**src/rtl/accumulator_32b_if.sv**
```systemverilog
// Operand/result handshake bundle for accumulator_32b.
// The master side is the operand source and result consumer; the slave side is the accumulator.
interface accumulator_32b_if #(
  parameter int LEN_W  = 8,
  parameter int DATA_W = 32
);
  logic                     start;
  logic [LEN_W-1:0]         len;
  logic                     in_valid;
  logic signed [DATA_W-1:0] in_data;
  logic                     in_ready;
  logic                     out_valid;
  logic                     out_ready;
  logic signed [DATA_W-1:0] sum;
  logic                     overflow;
  logic                     busy;

  modport master (
    output start, len, in_valid, in_data, out_ready,
    input  in_ready, out_valid, sum, overflow, busy
  );

  modport slave (
    input  start, len, in_valid, in_data, out_ready,
    output in_ready, out_valid, sum, overflow, busy
  );
endinterface

```
**src/rtl/accumulator_32b.sv**
```systemverilog
// Batch signed accumulator around a ripple-carry adder with a sticky overflow flag.
// Define ACCUMULATOR_SATURATE_EN to clamp the running sum on overflow instead of wrapping.
module accumulator_32b #(
  parameter int LEN_W  = 8,
  parameter int DATA_W = 32
) (
  input  logic              clk,
  input  logic              rst,
  accumulator_32b_if.slave  bus
);

`ifdef ACCUMULATOR_SATURATE_EN
  localparam bit SAT_EN = 1'b1;
`else
  localparam bit SAT_EN = 1'b0;
`endif

  localparam logic signed [DATA_W-1:0] SAT_MAX = {1'b0, {(DATA_W-1){1'b1}}};
  localparam logic signed [DATA_W-1:0] SAT_MIN = {1'b1, {(DATA_W-1){1'b0}}};

  typedef enum logic [1:0] {
    IDLE = 2'd0,
    ACC  = 2'd1,
    DONE = 2'd2
  } state_t;

  state_t                   state;
  logic signed [DATA_W-1:0] acc_p1;
  logic                     ovf_p1;
  logic [LEN_W-1:0]         rem_p1;
  logic                     in_ready_r;
  logic                     vld_p1;
  logic                     busy_r;

  logic [DATA_W:0]          carry;
  logic signed [DATA_W-1:0] add_s;
  logic                     ovf_now;
  logic signed [DATA_W-1:0] acc_next;

  // On signed overflow the sign of A tells which rail the true sum ran past.
  function automatic logic signed [DATA_W-1:0] resolve_sum(
    input logic signed [DATA_W-1:0] a,
    input logic signed [DATA_W-1:0] s,
    input logic                     ovf
  );
    if (SAT_EN && ovf)
      return a[DATA_W-1] ? SAT_MIN : SAT_MAX;
    return s;
  endfunction

  // Stage p0: combinational ripple-carry add of running sum and incoming operand
  assign carry[0] = 1'b0;
  for (genvar i = 0; i < DATA_W; i++) begin : g_rca
    assign add_s[i]   = acc_p1[i] ^ bus.in_data[i] ^ carry[i];
    assign carry[i+1] = (acc_p1[i] & bus.in_data[i]) |
                        (carry[i] & (acc_p1[i] ^ bus.in_data[i]));
  end
  assign ovf_now  = carry[DATA_W] ^ carry[DATA_W-1];
  assign acc_next = resolve_sum(acc_p1, add_s, ovf_now);

  // Stage p1: FSM, accumulator and registered handshake outputs
  always_ff @(posedge clk) begin
    if (rst) begin
      state      <= IDLE;
      acc_p1     <= '0;
      ovf_p1     <= 1'b0;
      rem_p1     <= '0;
      in_ready_r <= 1'b0;
      vld_p1     <= 1'b0;
      busy_r     <= 1'b0;
    end else begin
      case (state)
        IDLE: begin
          if (bus.start) begin
            acc_p1 <= '0;
            ovf_p1 <= 1'b0;
            rem_p1 <= bus.len;
            busy_r <= 1'b1;
            if (bus.len == '0) begin
              state  <= DONE;
              vld_p1 <= 1'b1;
            end else begin
              state      <= ACC;
              in_ready_r <= 1'b1;
            end
          end
        end
        ACC: begin
          if (bus.in_valid) begin
            acc_p1 <= acc_next;
            ovf_p1 <= ovf_p1 | ovf_now;
            rem_p1 <= rem_p1 - 1'b1;
            // Leaving at rem == 1 keeps rem from ever wrapping below zero.
            if (rem_p1 == LEN_W'(1)) begin
              state      <= DONE;
              in_ready_r <= 1'b0;
              vld_p1     <= 1'b1;
            end
          end
        end
        DONE: begin
          if (bus.out_ready) begin
            state  <= IDLE;
            vld_p1 <= 1'b0;
            busy_r <= 1'b0;
          end
        end
        default: begin
          state      <= IDLE;
          in_ready_r <= 1'b0;
          vld_p1     <= 1'b0;
          busy_r     <= 1'b0;
        end
      endcase
    end
  end

  assign bus.in_ready  = in_ready_r;
  assign bus.out_valid = vld_p1;
  assign bus.sum       = acc_p1;
  assign bus.overflow  = ovf_p1;
  assign bus.busy      = busy_r;

endmodule

```
**src/flat_wrapper.sv**
```systemverilog
// flat-port wrapper written by rule: the top's interface ports become plain ports
module accumulator_32b_flat 
#(
  parameter int LEN_W  = 8,
  parameter int DATA_W = 32
)
  (clk, rst, bus_start, bus_len, bus_in_valid, bus_in_data, bus_out_ready, bus_in_ready, bus_out_valid, bus_sum, bus_overflow, bus_busy);
  accumulator_32b_if #(.LEN_W(LEN_W), .DATA_W(DATA_W)) bus_i ();
  input  logic clk;
  input  logic rst;
  input wire logic [$bits(bus_i.start)-1:0] bus_start;
  input wire logic [$bits(bus_i.len)-1:0] bus_len;
  input wire logic [$bits(bus_i.in_valid)-1:0] bus_in_valid;
  input wire logic [$bits(bus_i.in_data)-1:0] bus_in_data;
  input wire logic [$bits(bus_i.out_ready)-1:0] bus_out_ready;
  output wire logic [$bits(bus_i.in_ready)-1:0] bus_in_ready;
  output wire logic [$bits(bus_i.out_valid)-1:0] bus_out_valid;
  output wire logic [$bits(bus_i.sum)-1:0] bus_sum;
  output wire logic [$bits(bus_i.overflow)-1:0] bus_overflow;
  output wire logic [$bits(bus_i.busy)-1:0] bus_busy;
  assign bus_i.start = bus_start;
  assign bus_i.len = bus_len;
  assign bus_i.in_valid = bus_in_valid;
  assign bus_i.in_data = bus_in_data;
  assign bus_i.out_ready = bus_out_ready;
  assign bus_in_ready = bus_i.in_ready;
  assign bus_out_valid = bus_i.out_valid;
  assign bus_sum = bus_i.sum;
  assign bus_overflow = bus_i.overflow;
  assign bus_busy = bus_i.busy;
  accumulator_32b #(.LEN_W(LEN_W), .DATA_W(DATA_W)) u_core (.clk(clk), .rst(rst), .bus(bus_i));
endmodule
```
**config.mk**
```make
export PLATFORM = sky130hd
export DESIGN_NAME = accumulator_32b_flat
export DESIGN_NICKNAME = d
export VERILOG_FILES = /design/src/rtl/accumulator_32b_if.sv /design/src/rtl/accumulator_32b.sv /design/src/flat_wrapper.sv
export SDC_FILE = /design/constraint.sdc
export NUM_CORES = 1
export LEC_CHECK = 0
export BUFFER_PORTS_ARGS = -buffer_cell sky130_fd_sc_hd__buf_2
export CORE_ASPECT_RATIO = 0.7
export CORE_MARGIN = 5
export CORE_UTILIZATION = 35
export CTS_CLUSTER_DIAMETER = 100
export CTS_CLUSTER_SIZE = 40
export DETAILED_ROUTE_END_ITERATION = 8
export PLACE_DENSITY = 0.68
export SETUP_SLACK_MARGIN = 0.02
export SYNTH_ARGS = -nofsm -noshare
export SYNTH_HDL_FRONTEND = slang
export SYNTH_SLANG_ARGS = --single-unit
```
**constraint.sdc**
```tcl
create_clock -name clk -period 35.1 [get_ports clk]
set_clock_uncertainty 0.15 [all_clocks]
set_input_delay 3.51 -clock clk [delete_from_list [all_inputs] [get_ports clk]]
set_output_delay 3.51 -clock clk [all_outputs]
set_load 0.02 [all_outputs]
```
# After elaboration in Yosys (flattened, before gate mapping)
# Cells that the tools add are included.
[classes] add_sub_neg=1 n_eq_ne=9 mux=28 bitwise_logic=161 reduce_logical=8
[ops] op="two-way mux 32 bit" count=2
[ops] op="case mux 32 bit (2 select lines)" count=1
[ops] op="bitwise XOR 1 bit" count=64
[ops] op="AND 1 bit" count=63
[ops] op="bitwise OR 1 bit" count=32
[ops] op="two-way mux 8 bit" count=2
[ops] op="case mux 8 bit (2 select lines)" count=1
[ops] op="two-way mux 1 bit" count=12
[ops] op="two-way mux 2 bit" count=5
[ops] op="AND reduction 5 bit" count=2
[ops] op="case mux 1 bit (3 select lines)" count=3
[ops] op="== test 8 x 1 -> 1 bit, second input constant" count=1
[ops] op="zero test 8 bit" count=1
[ops] op="!= test 2 bit, second input constant" count=4
[ops] op="subtractor 8 x 1 -> 8 bit, second input constant" count=1
[ops] op="case mux 2 bit (3 select lines)" count=1
[ops] op="AND reduction 3 bit" count=2
[ops] op="!= test 2 x 1 -> 1 bit, second input constant" count=2
[ops] op="AND reduction 4 bit" count=1
[ops] op="== test 2 x 1 -> 1 bit, second input constant" count=1
[ops] op="== test 2 bit, second input constant" count=1
[ops] op="zero test 2 bit" count=1
[ops] op="inverter 1 bit" count=2
[ops] op="case mux 1 bit (2 select lines)" count=1
[ops] op="nonzero test 2 bit" count=1
[word_totals] ff_bits=46 inputBits=45 out_inout_bits=36 elab_cells=214

# Longest topological paths before layout
[logic_depth] ltp_word=67 depth_mapped=38 mapped_depth_nobuf=38

# Least setup slack after synthesis
# No wires, ideal clock.
[synth_timing] path_type="input-to-reg" from="in bus_in_data[0]" to="reg u_core.ovf_p1, in the netlist u_core.bus.overflow" setup_ns=0.078 arrival_time_ns=15.477 t_required_ns=34.872 path_slack_ns=19.395 path_stages=38 path_buffers=0 cell_sequence="ha_1 > inv_1 > fa_1 > fa_1 > fa_1 > fa_1 > fa_1 > fa_1 > fa_1 > fa_1 > fa_1 > fa_1 > fa_1 > fa_1 > fa_1 > fa_1 > fa_1 > fa_1 > (+2 left out) > fa_1 > fa_1 > fa_1 > fa_1 > fa_1 > fa_1 > fa_1 > fa_1 > fa_1 > fa_1 > inv_1 > fa_1 > fa_1 > inv_1 > fa_1 > xnor2_1 > a21oi_1 > nor3_1"
[synth_between] elab_chain_cells=67
[synth_rtl] element="start, declared" line_no="flat_wrapper.sv:14" text="input wire logic [$bits(bus_i.in_data)-1:0] bus_in_data;"
[synth_rtl] element="AND 1 bit (*)" line_no="accumulator_32b.sv:55" text="assign carry[i+1] = (acc_p1[i] & bus.in_data[i]) |"
[synth_rtl] element="AND 1 bit (*)" line_no="accumulator_32b.sv:56" text="(carry[i] & (acc_p1[i] ^ bus.in_data[i]));"
[synth_rtl] element="bitwise OR 1 bit (*)" line_no="accumulator_32b.sv:55"
[synth_rtl] element="AND 1 bit (*)" line_no="accumulator_32b.sv:56"
[synth_rtl] element="bitwise OR 1 bit (*)" line_no="accumulator_32b.sv:55"
[synth_rtl] element="AND 1 bit (*)" line_no="accumulator_32b.sv:56"
[synth_rtl] element="bitwise OR 1 bit (*)" line_no="accumulator_32b.sv:55"
[synth_rtl] element="AND 1 bit (*)" line_no="accumulator_32b.sv:56"
[synth_rtl] element="(+51 left out)"
[synth_rtl] element="AND 1 bit (*)" line_no="accumulator_32b.sv:56"
[synth_rtl] element="bitwise OR 1 bit (*)" line_no="accumulator_32b.sv:55"
[synth_rtl] element="AND 1 bit" line_no="accumulator_32b.sv:56"
[synth_rtl] element="bitwise OR 1 bit" line_no="accumulator_32b.sv:55"
[synth_rtl] element="bitwise XOR 1 bit (*)" line_no="accumulator_32b.sv:58" text="assign ovf_now = carry[DATA_W] ^ carry[DATA_W-1];"
[synth_rtl] element="bitwise OR 1 bit (*)" line_no="accumulator_32b.sv:91" text="ovf_p1 <= ovf_p1 | ovf_now;"
[synth_rtl] element="two-way mux 1 bit (*)" line_no="accumulator_32b.sv:89" text="if (bus.in_valid) begin"
[synth_rtl] element="case mux 1 bit (2 select lines) (*)" line_no="accumulator_32b.sv:72" text="case (state)"
[synth_rtl] element="end signal, assigned" line_no="accumulator_32b.sv:91"
[synth_rtl] element="end, declared" line_no="accumulator_32b.sv:29" text="logic ovf_p1;"
# Mark *: on every way between the ends. The rest lies on a longest branch, timed or not. The select of a mux whose other input is x is not followed.
# A chain may end at the register's enable or synchronous reset.

# Worst setup path in the final report
# Ends and elaborated chain as after synthesis.

==> results.cfg <==
[outcome]
status = completed

[synthesis]
synth_area_leaders = dfxtp_1 (33%), fa_1 (22%), a2bb2oi_1 (9.4%), inv_1 (8.7%), nor2_1 (5.9%)
syn-cell-area_sq_um = 2794
ys_seq_elements = 46
syn_area_per_cell_sq_um = 9.071
yosys_warnings = 0
synthCells = 308
synth_top_area_share_pct = 32.96
yosysTopAreaCell = dfxtp_1
synth_nets = 387
synth_cell_types = 36
ys_seq_area_share_pct = 32.96

[worst_setup_path]
critPathMaxFanout = 2
cp_slowest_stage_delay_ns = 0.42
crit_path_frequent_cell = fa_1
critPathSlowestCell = fa_1
crit_path_end_kind = flop
crit_cells = 39
crit_family = adder cells
cp.required_ns = 35.15
crit_buf_inv = 4
cp-start-kind = input pin
worst_ep_arrival_time_ns = 16.17
reg2reg_depth = 38
crit_type = input pin to flop

[min_path]
hp-class = flop to flop
whs_path_depth = 2

[finish]
finalNonFillerCells = 483
area_delta_synth_final_pct = 22.84
postLayoutCellArea_sq_um = 3432
diodes = 0
final_layout_size_suffix_gt1_share_pct = 24.87
fin_nets = 460
fillers = 790

[sta]
fmax_ghz = 0.06206
hold_viol = 0
fin_crit_ns = 16.11
setup_slack_ns = 18.99
rsz0062_at_grt = no
setup-tns-final_ns = 0
relSlewSlack_pct = 29.02
final_max_slew_viol_count = 0
tightest_slew_ns = 1.062
timing.hold.ws_ns = 0.3229
fin_crit_sh_pct = 45.91
finalSetupViolations = 0

[placement]
placed_area_sq_um = 3267
io_buffers = 80
hpwl_um = 5213
place_congestion = 0.7881
dp.cells = 475
place_ws_ns = 18.63

[clock_tree]
cts_buffer_depth = 2
cts_setup_buffers = 0
numCtsBuffers = 5
cts.sinks = 46
htree_levels = 2
holdBufCountCts = 0
tritoncts = yes
clk_latency_ns = 0.28
cts_resized = 0
cts_root_buf = clkbuf_16
path_clk_slew_ns = 0.06

[route]
drtIter0Drc = 97
finalWirelength_um = 6820
vias = 2356
post_drt_via_cell_ratio = 4.878
wl_per_cell_um = 14.12
drt_first_pass_iters = 4
ant_nets = 0
post-route-drc-count = 0

[global_route]
grt_pass1_vias = 2471
antenna_found_initial = 0
grt_pass1_wl_um = 11630
gr-total-overflow = 0
grtUsageTotal_pct = 14.50
grt_max_degree = 49

[power_and_ir_drop]
vdd_drop_max_mv = 0.02404
p_per_area_nw_per_um2 = 49.49
p_leak_nw = 1.539

[floorplanning]
rows = 27
io_pins = 81
fp.dieW_um = 116.8
start_util_pct = 35.65
die_h_um = 84.75
die-area_sq_um = 9898
coreArea_sq_um = 7838

[job]
max_cap_violations = 0
[area by class of cell]
cell class / instances / area [sq um] / share of cell area [%]
Clock inverter: 3 / 40.04 / 1.167
Sequential cell: 46 / 920.9 / 26.83
Multi-Input combinational cell: 181 / 1560 / 45.46
Timing Repair Buffer: 82 / 415.4 / 12.10
Tap cell: 101 / 126.4 / 3.682
Clock buffer: 5 / 125.1 / 3.646
Inverter: 65 / 244.0 / 7.109
[metal layers]
layer  global-route usage [%]  vias up  part of all wire (%)
met5                        0        -                     0
met4                    3.646        0                  0.60
met3                    3.746        4                   6.5
met2                    22.46       60                    46
met1                    20.15     1149                    46
li1                         -     1143                     -
[state kept, by name, indices dropped and copies added (netlist names)]
register              flops
u_core.bus.in_ready       1
u_core.rem_p1             8
u_core.bus.busy           1
u_core.bus.sum           32
u_core.state              2
u_core.bus.out_valid      1
u_core.bus.overflow       1
[worst reg2reg max path, delay by kind of cell (launching register included)]
kind	cells	cell delay (ns)
compound gates	1	0.08
xor+xnor	1	0.18
fa+ha+maj	32	11.99
buf+inv	3	0.19
flops	1	0.36
simple gates	1	0.17
[path summary, 6_finish.rpt]
path	start	to	slack, ns
setup / recovery	bus_in_data[0]	u_core.bus.overflow$_SDFFE_PP0P_	18.99
hold / removal	u_core.bus.in_ready$_SDFFE_PP0P_	u_core.bus.in_ready$_SDFFE_PP0P_	0.32
hold reg to reg	u_core.bus.in_ready$_SDFFE_PP0P_	u_core.bus.in_ready$_SDFFE_PP0P_	0.32
setup reg to reg	u_core.bus.sum[0]$_SDFFE_PP0P_	u_core.bus.overflow$_SDFFE_PP0P_	21.91
[report_power, final]
part	internal [mW]	leakage [nW]	switching, mW	total, mW
Clock	0.0333	0.0836	0.0198	0.0531
Sequential	0.0578	0.375	0.00619	0.0640
Combinational	0.0236	1.08	0.0291	0.0527
Total	0.115	1.54	0.0551	0.170
[cell usage after synthesis, drive strengths merged]
| library cell | number |
|---|---|
| a211oi | 3 |
| a21boi | 1 |
| a21o | 3 |
| a21oi | 14 |
| a221oi | 1 |
| a2bb2oi | 30 |
| a311o | 1 |
| a31oi | 1 |
| a32oi | 3 |
| a41oi | 1 |
| buf | 7 |
| clkbuf | 9 |
| dfxtp | 46 |
| fa | 31 |
| ha | 3 |
| inv | 65 |
| mux2 | 1 |
| nand2 | 8 |
| nand2b | 5 |
| nand3 | 3 |
| nand3b | 4 |
| nor2 | 44 |
| nor2b | 3 |
| nor3 | 4 |
| nor4 | 3 |
| o211ai | 2 |
| o21a | 1 |
| o21ai | 5 |
| o21bai | 1 |
| o41ai | 2 |
| or3 | 1 |
| or4b | 1 |
| xnor2 | 1 |
[metrics by stage]
step | utilization, % | power [mW]
after floorplan | - | 0.1029
after global placement | 41.68 | 0.1160
after detailed placement | 41.68 | 0.1181
after CTS | 43.79 | 0.1721
after global routing | 43.79 | 0.1819
final | 43.79 | 0.1698
[cell usage in the layout, fill, tap and decap left out, drive strengths merged, types with 8 or more instances in the layout]
cell,n
fa,31
buf,82
a21oi,14
nor2,44
dfxtp,46
inv,65
a2bb2oi,30
nand2,8
[kinds of logic (layout without fill, tap and decap cells)]
kind of cell               count (synthesis)  count (layout)  synth area share, %
buffers and inverters                     81             155                11.20
and+or+nand+nor                           76              76                12.72
AOI/OAI and AO/OA                         69              69                18.85
DFF                                       46              46                32.96
adders and majority gates                 34              34                23.56
xor gates and xnor gates                   1               1               0.3135
muxes                                      1               1               0.4030
Power figures use the tool's default switching activity.
